### src/rtl/program_loader.sv
// -----------------------------------------------------------------------------
// program_loader
//
// Purpose:
//   Fills the MiniAlu instruction RAM from a byte stream at power-up and keeps
//   the CPU in reset until a checksum-verified image has been written.
//   Stream layout: count low byte, count high byte (N, little-endian), then N
//   words of 4 bytes each (little-endian), then one XOR checksum byte covering
//   every byte from the count low byte through the last data byte.
//
// Ports:
//   Clock          in   system clock, rising edge
//   Reset          in   asynchronous, active-low reset
//   iStart         in   pulse that begins a load (accepted in IDLE/DONE/ERROR)
//   iByte          in   stream byte
//   iByteValid     in   iByte is valid
//   oByteReady     out  loader accepts a byte this cycle
//   oWriteEnable   out  instruction RAM write strobe, one cycle per word
//   oWriteAddress  out  instruction RAM write address
//   oWriteData     out  instruction word
//   oCpuReset      out  high holds the CPU in reset
//   oBusy          out  high while a load is in progress
//   oDone          out  load completed with a good checksum
//   oError         out  load failed
//   oWordCount     out  word count N received in the header
// -----------------------------------------------------------------------------
module program_loader #(
  parameter int ADDR_WIDTH = 16,
  parameter int INSN_WIDTH = 28,
  parameter int MAX_WORDS  = 256
) (
  input  logic                  Clock,
  input  logic                  Reset,
  input  logic                  iStart,
  input  logic [7:0]            iByte,
  input  logic                  iByteValid,
  output logic                  oByteReady,
  output logic                  oWriteEnable,
  output logic [ADDR_WIDTH-1:0] oWriteAddress,
  output logic [INSN_WIDTH-1:0] oWriteData,
  output logic                  oCpuReset,
  output logic                  oBusy,
  output logic                  oDone,
  output logic                  oError,
  output logic [15:0]           oWordCount
);

  typedef enum logic [2:0] {
    IDLE,
    CNT_LO,
    CNT_HI,
    DATA,
    CHECK,
    DONE,
    ERROR
  } stateT;

  localparam logic [ADDR_WIDTH-1:0] ADDR_ONE = {{(ADDR_WIDTH-1){1'b0}}, 1'b1};

  stateT                 state, stateNext;
  logic [7:0]            countLow, countLowNext;
  logic [1:0]            byteIndex, byteIndexNext;
  logic [23:0]           wordBuf, wordBufNext;
  logic [7:0]            checksum, checksumNext;

  logic                  byteReadyNext;
  logic                  writeEnableNext;
  logic [ADDR_WIDTH-1:0] writeAddressNext;
  logic [INSN_WIDTH-1:0] writeDataNext;
  logic                  cpuResetNext;
  logic                  busyNext;
  logic                  doneNext;
  logic                  errorNext;
  logic [15:0]           wordCountNext;

  logic                  transfer;
  logic [15:0]           headerCount;
  logic [31:0]           fullWord;
  logic                  upperBitsSet;
  logic                  lastWord;

  assign transfer     = iByteValid && oByteReady;
  assign headerCount  = {iByte, countLow};
  assign fullWord     = {iByte, wordBuf};
  // Any bit above the instruction width makes the word unloadable.
  assign upperBitsSet = (fullWord >> INSN_WIDTH) != 32'd0;
  // The address register still holds this word's index when its last byte
  // arrives, because the previous increment happened several cycles earlier.
  assign lastWord     = (32'(oWriteAddress) + 32'd1) == 32'(oWordCount);

  // State and all outputs are registered together; everything is computed
  // as a next value below so the outputs never carry combinational paths.
  always_ff @(posedge Clock or negedge Reset) begin
    if (!Reset) begin
      state         <= IDLE;
      countLow      <= 8'd0;
      byteIndex     <= 2'd0;
      wordBuf       <= 24'd0;
      checksum      <= 8'd0;
      oByteReady    <= 1'b0;
      oWriteEnable  <= 1'b0;
      oWriteAddress <= '0;
      oWriteData    <= '0;
      oCpuReset     <= 1'b1;
      oBusy         <= 1'b0;
      oDone         <= 1'b0;
      oError        <= 1'b0;
      oWordCount    <= 16'd0;
    end else begin
      state         <= stateNext;
      countLow      <= countLowNext;
      byteIndex     <= byteIndexNext;
      wordBuf       <= wordBufNext;
      checksum      <= checksumNext;
      oByteReady    <= byteReadyNext;
      oWriteEnable  <= writeEnableNext;
      oWriteAddress <= writeAddressNext;
      oWriteData    <= writeDataNext;
      oCpuReset     <= cpuResetNext;
      oBusy         <= busyNext;
      oDone         <= doneNext;
      oError        <= errorNext;
      oWordCount    <= wordCountNext;
    end
  end

  // Next-state and next-output logic. The write strobe lasts exactly one
  // cycle, and the address advances on the edge that ends that strobe, so
  // the RAM sees the address of the word being written.
  always_comb begin
    stateNext        = state;
    countLowNext     = countLow;
    byteIndexNext    = byteIndex;
    wordBufNext      = wordBuf;
    checksumNext     = checksum;
    writeEnableNext  = 1'b0;
    writeAddressNext = oWriteEnable ? (oWriteAddress + ADDR_ONE) : oWriteAddress;
    writeDataNext    = oWriteData;
    cpuResetNext     = oCpuReset;
    busyNext         = oBusy;
    doneNext         = oDone;
    errorNext        = oError;
    wordCountNext    = oWordCount;

    case (state)
      IDLE, DONE, ERROR: begin
        if (iStart) begin
          stateNext        = CNT_LO;
          writeAddressNext = '0;
          checksumNext     = 8'd0;
          byteIndexNext    = 2'd0;
          wordCountNext    = 16'd0;
          busyNext         = 1'b1;
          doneNext         = 1'b0;
          errorNext        = 1'b0;
          cpuResetNext     = 1'b1;
        end
      end

      CNT_LO: begin
        if (transfer) begin
          countLowNext = iByte;
          checksumNext = checksum ^ iByte;
          stateNext    = CNT_HI;
        end
      end

      CNT_HI: begin
        if (transfer) begin
          checksumNext  = checksum ^ iByte;
          wordCountNext = headerCount;
          byteIndexNext = 2'd0;
          if (32'(headerCount) > 32'(MAX_WORDS)) begin
            stateNext = ERROR;
            busyNext  = 1'b0;
            errorNext = 1'b1;
          end else if (headerCount == 16'd0) begin
            stateNext = CHECK;
          end else begin
            stateNext = DATA;
          end
        end
      end

      DATA: begin
        if (transfer) begin
          checksumNext = checksum ^ iByte;
          if (byteIndex != 2'd3) begin
            case (byteIndex)
              2'd0:    wordBufNext[7:0]   = iByte;
              2'd1:    wordBufNext[15:8]  = iByte;
              default: wordBufNext[23:16] = iByte;
            endcase
            byteIndexNext = byteIndex + 2'd1;
          end else begin
            byteIndexNext = 2'd0;
            if (upperBitsSet) begin
              stateNext = ERROR;
              busyNext  = 1'b0;
              errorNext = 1'b1;
            end else begin
              writeEnableNext = 1'b1;
              writeDataNext   = fullWord[INSN_WIDTH-1:0];
              // Leaving DATA right away keeps the checksum byte from being
              // taken as data while the final write is still in flight.
              if (lastWord) begin
                stateNext = CHECK;
              end
            end
          end
        end
      end

      CHECK: begin
        if (transfer) begin
          busyNext = 1'b0;
          if (iByte == checksum) begin
            stateNext    = DONE;
            doneNext     = 1'b1;
            cpuResetNext = 1'b0;
          end else begin
            stateNext = ERROR;
            errorNext = 1'b1;
          end
        end
      end

      default: begin
        stateNext = IDLE;
      end
    endcase

    byteReadyNext = (stateNext == CNT_LO) || (stateNext == CNT_HI) ||
                    (stateNext == DATA)   || (stateNext == CHECK);
  end

endmodule

### config.mk
export PLATFORM = sky130hd
export DESIGN_NAME = program_loader
export DESIGN_NICKNAME = d
export VERILOG_FILES = /design/src/rtl/program_loader.sv
export SDC_FILE = /design/constraint.sdc
export NUM_CORES = 1
export LEC_CHECK = 0
export ABC_CLOCK_PERIOD_IN_PS = 3430
export CAP_MARGIN = 25
export CORE_MARGIN = 3
export CORE_UTILIZATION = 55
export CTS_CLUSTER_SIZE = 25
export DETAILED_ROUTE_END_ITERATION = 12
export PLACE_DENSITY_LB_ADDON = 0.2
export SLEW_MARGIN = 0
export SYNTH_ARGS = -nofsm -noshare
export SYNTH_HDL_FRONTEND = slang
export SYNTH_SLANG_ARGS = --single-unit
### constraint.sdc
create_clock -name Clock -period 3.43 [get_ports Clock]
set_clock_uncertainty 0.1 [all_clocks]
set_input_delay 0.686 -clock Clock [delete_from_list [all_inputs] [get_ports Clock]]
set_output_delay 0.686 -clock Clock [all_outputs]
set_load 0.01 [all_outputs]
Word-level counts from Yosys, hierarchy flattened. Cells that the tools add are included.

Add/subtract/negate cells: 3. Order comparisons: 1. Eq/ne operators: 24. Multiplexer cells: 53. Bitwise gates (word level): 4. Reduce and logical (&&, ||, !) cells: 27.

Operators by type and width (number): 16-bit 2-to-1 mux (5); 16-bit case mux with 2 select lines (1); 32-bit nonzero test (1); 3-bit 2-to-1 mux (10); 4-bit AND reduction (6); 1-bit 2-to-1 mux (23); 2-bit != test, second input constant (10); 16-bit by 1-bit adder with 17-bit output, second input constant (1); 17-bit by 16-bit equality test with 1-bit output (1); 16-bit by 1-bit adder with 16-bit output, second input constant (1); 16-bit by 9-bit > comparator with 1-bit output, second input constant (1); 16-bit zero test (1); 8-bit 2-to-1 mux (2); 8-bit case mux with 2 select lines (1); 3-bit case mux with 5 select lines (1); 3-bit by 2-bit equality test with 1-bit output, second input constant (4); 3-bit equality test, second input constant (4); 2-bit 2-to-1 mux (5); 9-bit AND reduction (1); 8-bit equality test (1); 1-bit case mux with 4 select lines (2); 8-bit AND reduction (1); 8-bit XOR (1); 3-bit by 1-bit equality test with 1-bit output, second input constant (2); 17 further kinds (26).

Flip-flop bits (word level): 111. Bits of input ports: 12. Output and inout port bits: 66. Word-level logic and storage cells: 128.

Logic depth before layout (Yosys ltp). Gate-level depths: netlist of run 1.

Depth in word-level cells: 11. Gate-level depth with buffers: 8. Mapped depth without buffers: 7.

Worst setup path before layout of run 1. Ideal clock, no wire load.

Path type: input to register. Start: in iByte[4]. End: reg oByteReady. Setup time: 0.132 ns. Arrival: 2.524 ns. Setup slack: 0.674 ns. Stages: 7. Buffers on the path: 1. Path through: buf_4 > nor4_1 > nand2_1 > nor4b_1 > nor4_1 > a311oi_1 > o31ai_1.

Cells in the longest elaborated chain, start to end: 9. Elaborated cells on any way between the ends: 20. Classes of those cells: 1 x order compare; 5 x eq/ne; 9 x mux; 5 x reduce/logical.

RTL lines: start: declaration (line 35) `input logic [7:0] iByte,`; parallel branches: the longest is 4 deep, another holds 16-bit by 9-bit > comparator with 1-bit output; 3-bit case mux with 5 select lines * (line 145) `case (state)`; 3-bit by 1-bit equality test with 1-bit output / 3-bit by 2-bit equality test with 1-bit output (equally long branches) (line 233) `byteReadyNext = (stateNext == CNT_LO) || (stateNext == CNT_HI) ||`; 1-bit logical OR (2 in a row) (line 233); 1-bit logical OR * (line 234) `(stateNext == DATA) || (stateNext == CHECK);`; named net byteReadyNext (line 66) `logic byteReadyNext;`; end signal: assignment (line 115) `oByteReady <= byteReadyNext;`; end: declaration (line 37) `output logic oByteReady,`.

Mark *: on every way through the listed nets, which the timed path passes. A chain may end at the register's enable or synchronous reset.

Worst setup path after layout of run 1.
Start: in iByteValid. End: reg oByteReady.

Cells in the longest elaborated chain, start to end: 7. Elaborated cells on any way between the ends: 13. Classes of those cells: 4 x eq/ne; 5 x mux; 4 x reduce/logical.

RTL lines: start: declaration (line 36) `input logic iByteValid,`; 1-bit logical AND * (line 82) `assign transfer = iByteValid && oByteReady;`; 3-bit 2-to-1 mux, on equally long branches; 3-bit case mux with 5 select lines * (line 145); 3-bit by 1-bit equality test with 1-bit output / 3-bit by 2-bit equality test with 1-bit output (equally long branches) (line 233); 1-bit logical OR (2 in a row) (line 233); 1-bit logical OR * (line 234); named net byteReadyNext (line 66).

The timed path passes the listed nets; every way through them passes the cells marked *.

==> impl_metrics.ini, run 1 <==
[global_routing]
grt.total_usage = 0.231
grt_max_degree = 60
grt.met2_usage = 0.382
met1_usage = 0.308
grt-ovfl-total = 0
grt-busiest-layer = met2
antenna_found_initial = 0
grt_pass1_vias = 4138
met3_usage = 0.0478
grt_pass1_wl_um = 20700

[die]
start_util = 0.578
rows = 35
io_pins = 78
die_area_um2 = 11100
die_x_um = 105
die_h_um = 105
core_um2 = 9420

[routing]
totalWireLength_um = 12300
dr.pass1.iters = 5
num_vias = 4073
drc_errors = 0
ant_nets = 0
viasPerCell = 5.85
wl_per_cell_um = 17.7
drtIter0Drc = 194

[sta]
slew_violations = 0
tightest_slew_ns = 0.757
max_slew_margin = 0.495
max_freq_ghz = 0.345
rsz0062_at_grt = no
tns_ns = 0
finalCritPeriodShare = 0.845
hold_viol_final = 0
timing.final.crit_period_ns = 2.90
finalSetupViolCount = 0

[clock_network]
cts_resized = 0
cts_made_buffers = 9
cts_tree = built
clockBufferDepth = 2
htreeDepth = 3
cts-root-buf = clkbuf_8
clk-insertion-delay-late_ns = 0.37
numClockSinks = 111
clk_pin_slew_ns = 0.10
cts_hold_buffers = 0
cts_setup_buffers = 0

[cells_and_area]
n_antenna_cell = 0
final_common_cell = dfrtp_1
stdcell_count = 696
drive_gt1_frac = 0.173
nNetsFinal = 579
most-common-layout-cells = dfrtp_1 (110), clkdlybuf4s50_1 (76), mux2_2 (60), nor2_1 (35), o21ai_0 (33)
area_growth_pct = 19.8
design_area_um2 = 6520

[worst_setup_path]
worstPathRequired_ns = 3.58
worstPathArrival_ns = 3.04
cpMaxStageDelayCell = clkdlybuf4s50_1
r2r_start = oWriteAddress[2]$_DFF_PN0_
reg2reg_to = state[1]$_DFF_PN0_
max_stage_delay_ns = 0.57
path_class = primary input to register
end_kind = register
reg2reg_depth = 6
cp_cell_sequence = clkdlybuf4s50_1 -> nand3b_1 -> or2_2 -> nor4b_1 -> nor4_1 -> a311oi_1 -> o31ai_1
start_kind = primary input
critPathMaxFanout = 6
r2r_slack_ns = 0.64

[logic_synthesis]
ys_seq_area_frac = 0.511
synthArstFlopShare = 1.00
ys_seq_elements = 111
synth-edff-count = 0
synth_nets = 507
yosysUniqueCellTypes = 63
postSynthCellCount = 491
yosys_warnings = 0
synth_area_per_cell_um2 = 11.1
dominantRegCellSynth = dfrtp_1
syn-cell-area_um2 = 5440

[power]
power_density_nw_per_um2 = 636
p_leak_uw = 0.00284
vdd_drop_max_mv = 0.360

[placed_design]
gp_congestion = 0.914
dpl.cell_count = 681
place.port_buffers = 77
dpl-instance-area_um2 = 6340
hpwl_um = 8760

[job]
cap_violations = 0

[min_path]
hp-class = primary input to async pin

[run_status]
status = complete, no violations
## area by class of cell
class	count	area, um2
flip-flops and latches	111	2780
clock inverters	5	42.5
multi-input cells	343	2490
well taps	129	161
inverters	7	26.3
fillers	720	2900
clock buffers	10	128
repair buffers	91	886
## worst max path at each step
stage                           from                    to  slack (ns)  cells past startpoint
after floorplan             iByte[4]  oByteReady$_DFF_PN0_        0.67                      7
after global placement    iByteValid  oByteReady$_DFF_PN0_        0.39                      7
after detailed placement  iByteValid  oByteReady$_DFF_PN0_        0.23                      7
after CTS                 iByteValid  oByteReady$_DFF_PN0_        0.61                      7
after global routing      iByteValid  oByteReady$_DFF_PN0_        0.39                      7
final                     iByteValid  oByteReady$_DFF_PN0_        0.53                      7
## sequential cells by signal, indices dropped and copies added, names as in the netlist
signal	flops
oWriteData	28
wordBuf	24
oWordCount	16
oWriteAddress	16
checksum	8
countLow	8
state	3
byteIndex	2
oBusy	1
oByteReady	1
oCpuReset	1
oDone	1
oError	1
oWriteEnable	1
## synth_stat cells (3+ instances only)
cell type,n,area [um2]
a21oi_1,11,55.1
a22o_1,20,175
and2_1,3,18.8
and3_1,4,25.0
clkbuf_1,23,86.3
dfrtp_1,110,2750
ha_1,4,50.1
inv_1,7,26.3
mux2_2,60,676
mux2i_1,4,40.0
nand2_1,31,116
nand2b_1,4,25.0
nand3_1,12,60.1
nand3b_1,3,22.5
nand4_1,9,56.3
nor2_1,35,131
nor2b_1,3,18.8
nor3_1,11,55.1
nor3b_1,5,37.5
nor4_1,5,31.3
o21ai_0,33,165
or3_1,7,43.8
xnor2_1,17,149
xor2_1,19,166
## cells by family (layout without fill, tap and decap cells)
| kind of cell | after synthesis | in the layout | synth area share |
|---|---|---|---|
| fa+ha+maj | 4 | 4 | 0.00920 |
| compound gates | 96 | 96 | 0.120 |
| mux | 64 | 64 | 0.132 |
| buf+inv | 37 | 113 | 0.0306 |
| flops | 111 | 111 | 0.511 |
| xor+xnor | 36 | 36 | 0.0580 |
| simple gates | 143 | 143 | 0.140 |
## report_power, final
part | internal (uW) | switching [uW]
sequential | 1640 | 335
combinational | 744 | 707
clock | 270 | 444
## metal layers
| metal | wire [um] | vias up |
|---|---|---|
| li1 | - | 1915 |
| met3 | 498 | 21 |
| met5 | 0 | - |
| met2 | 6170 | 99 |
| met4 | 210 | 0 |
| met1 | 5470 | 2038 |
## critical path: cells and delay by family
| family | cells | cell delay (ns) |
|---|---|---|
| and+or+nand+nor | 4 | 1.35 |
| buffers and inverters | 1 | 0.57 |
| AOI/OAI and AO/OA | 2 | 0.44 |
## stage by stage
stage,util,setup slack [ns],power (uW),hold slack [ns]
after floorplan,-,0.674,2920,0.290
after global placement,0.674,0.386,3380,0.382
after detailed placement,0.674,0.233,3440,0.388
after CTS,0.692,0.611,4170,0.301
after global routing,0.692,0.385,4400,0.324
final,0.692,0.532,4140,0.276
Power figures use the tool's default switching activity.
==> run 2, diff against run 1 <==
- ABC_CLOCK_PERIOD_IN_PS: 3430 -> 3000
- clock period: 3.43 -> 3 ns (I/O delays scaled with it)
==> run 2 against run 1 <==
Effect of this change: total power rose by 18%; critical endpoint is now state[0]$_DFF_PN0_; first-iteration DRC count down 4.1%; flip-flop and latch count did not move; combinational power is 19% higher; setup slack worse by 0.19 ns; via count grew 2.9%; register-to-register slack got worse by 0.30 ns; sequential power is 14% higher; final area up 2.6%; utilization is 1.8 points higher.
==> impl_metrics.ini, run 2 (synthesis results as in run 1) <==
[routing]
wl_per_cell_um = 18.0
drc_errors = 0
num_vias = 4190
dr.pass1.iters = 4
ant_nets = 0
totalWireLength_um = 12900
viasPerCell = 5.87
drtIter0Drc = 186

[cells_and_area]
regMostFlops = oWriteData
fin_util = 0.710
n_antenna_cell = 0
nNetsFinal = 596
area_growth_pct = 22.9
stdcell_count = 714
most-common-layout-cells = dfrtp_1 (110), clkdlybuf4s50_1 (76), mux2_2 (60), nor2_1 (35), o21ai_0 (33)
fillers = 703
reg_top3 = oWriteData x28, wordBuf x24
drive_gt1_frac = 0.200
final_common_cell = dfrtp_1
largest_register_ffs = 28

[job]
cap_violations = 0

[clock_network]
cts_resized = 0
cts_made_buffers = 9
cts_hold_buffers = 0
clk_pin_slew_ns = 0.11
clk-insertion-delay-late_ns = 0.38
cts-root-buf = clkbuf_8
cts_tree = built
numClockSinks = 111
cts_setup_buffers = 0
clockBufferDepth = 2
htreeDepth = 3

[die]
start_util = 0.578
rows = 35
die_area_um2 = 11100
die_h_um = 105
io_pins = 78
die_x_um = 105
core_um2 = 9420

[power]
power_frac_seq = 0.462
swShare = 0.365
power_density_nw_per_um2 = 728
p_leak_uw = 0.00294
vdd_drop_max_mv = 0.485
power_uw = 4870
internal-power_uw = 3090
combPwrFrac = 0.356
power_frac_clock = 0.182
switchingPower_uw = 1780

[sta]
max_slew_margin = 0.547
finalSetupViolCount = 0
hold_viol_final = 0
max_freq_ghz = 0.377
slew_violations = 0
rsz0062_at_grt = no
tns_ns = 0
finalCritPeriodShare = 0.885
tightest_slew_ns = 0.679
timing.final.crit_period_ns = 2.66
finalWorstSetupSlack_ns = 0.345

[global_routing]
grt_max_degree = 55
antenna_found_initial = 0
grt-ovfl-total = 0
grt.total_usage = 0.241
grt_pass1_wl_um = 21300
grt_pass1_vias = 4157

[worst_setup_path]
reg2reg_to = state[0]$_DFF_PN0_
r2r_start = oWriteAddress[4]$_DFF_PN0_
cp_cell_sequence = nand4_4 -> or3_1 -> or4_1 -> a221o_1 -> nor4_4 -> a21oi_1
path_class = register to register
max_stage_delay_ns = 0.55
cpMaxStageDelayCell = dfrtp_1
start_kind = register
worstPathRequired_ns = 3.16
end_kind = register
r2r_slack_ns = 0.34
critPathMaxFanout = 7
reg2reg_depth = 6
worstPathArrival_ns = 2.81

[run_status]
status = complete, no violations

[placed_design]
place_ws_ns = 0.129
hpwl_um = 9380
gp_congestion = 0.955
place.port_buffers = 77
dpl.cell_count = 698

[min_path]
hp-class = primary input to async pin
[run 2: worst max path at each step]
stage | slack [ns] | from | cells after the start | to
final | 0.34 | oWriteAddress[4]$_DFF_PN0_ | 6 | state[0]$_DFF_PN0_
after global routing | 0.25 | oWriteAddress[4]$_DFF_PN0_ | 6 | state[0]$_DFF_PN0_
after CTS | 0.34 | oWriteAddress[4]$_DFF_PN0_ | 6 | state[0]$_DFF_PN0_
after detailed placement | 0.13 | iByte[5] | 9 | oByteReady$_DFF_PN0_
after global placement | 0.14 | iByte[4] | 9 | oByteReady$_DFF_PN0_
after floorplan | 0.33 | iByte[4] | 7 | oByteReady$_DFF_PN0_
[run 2: metal layers]
metal	global-route usage	up-vias	part of all wire
li1	-	1955	-
met1	0.329	2090	0.45
met2	0.380	121	0.48
met3	0.0557	24	0.049
met4	0.0825	0	0.020
met5	0	-	0
[run 2: final cells by class]
| type | instances | area (um2) | area share |
|---|---|---|---|
| Clock buffer | 9 | 124 | 0.0185 |
| Clock inverter | 7 | 76.3 | 0.0114 |
| Inverter | 7 | 26.3 | 0.00393 |
| Multi-Input combinational cell | 343 | 2490 | 0.373 |
| Sequential cell | 111 | 2780 | 0.416 |
| Tap cell | 129 | 161 | 0.0241 |
| Timing Repair Buffer | 108 | 1030 | 0.153 |
[run 2: power by group through the flow]
stage / Clock [uW] / Combinational, uW / Sequential, uW
5_1_grt: 955 / 1910 / 2310
3_5_place_dp: 0 / 1740 / 2270
2_1_floorplan: 0 / 1170 / 2170
4_1_cts: 904 / 1740 / 2250
6_report: 888 / 1730 / 2250
3_3_place_gp: 0 / 1680 / 2260
[run 2: critical path: cells and delay by family (launching register included)]
| kind | cells | cell delay (ns) |
|---|---|---|
| DFF | 1 | 0.55 |
| AOI/OAI and AO/OA | 2 | 0.54 |
| and+or+nand+nor | 4 | 1.34 |
[run 2: stage by stage]
| step | hold WS [ns] | area, um2 |
|---|---|---|
| after global placement | 0.377 | 6480 |
| after floorplan | 0.204 | 5440 |
| final | 0.131 | 6690 |
| after CTS | 0.154 | 6690 |
| after detailed placement | 0.392 | 6480 |
| after global routing | 0.177 | 6690 |
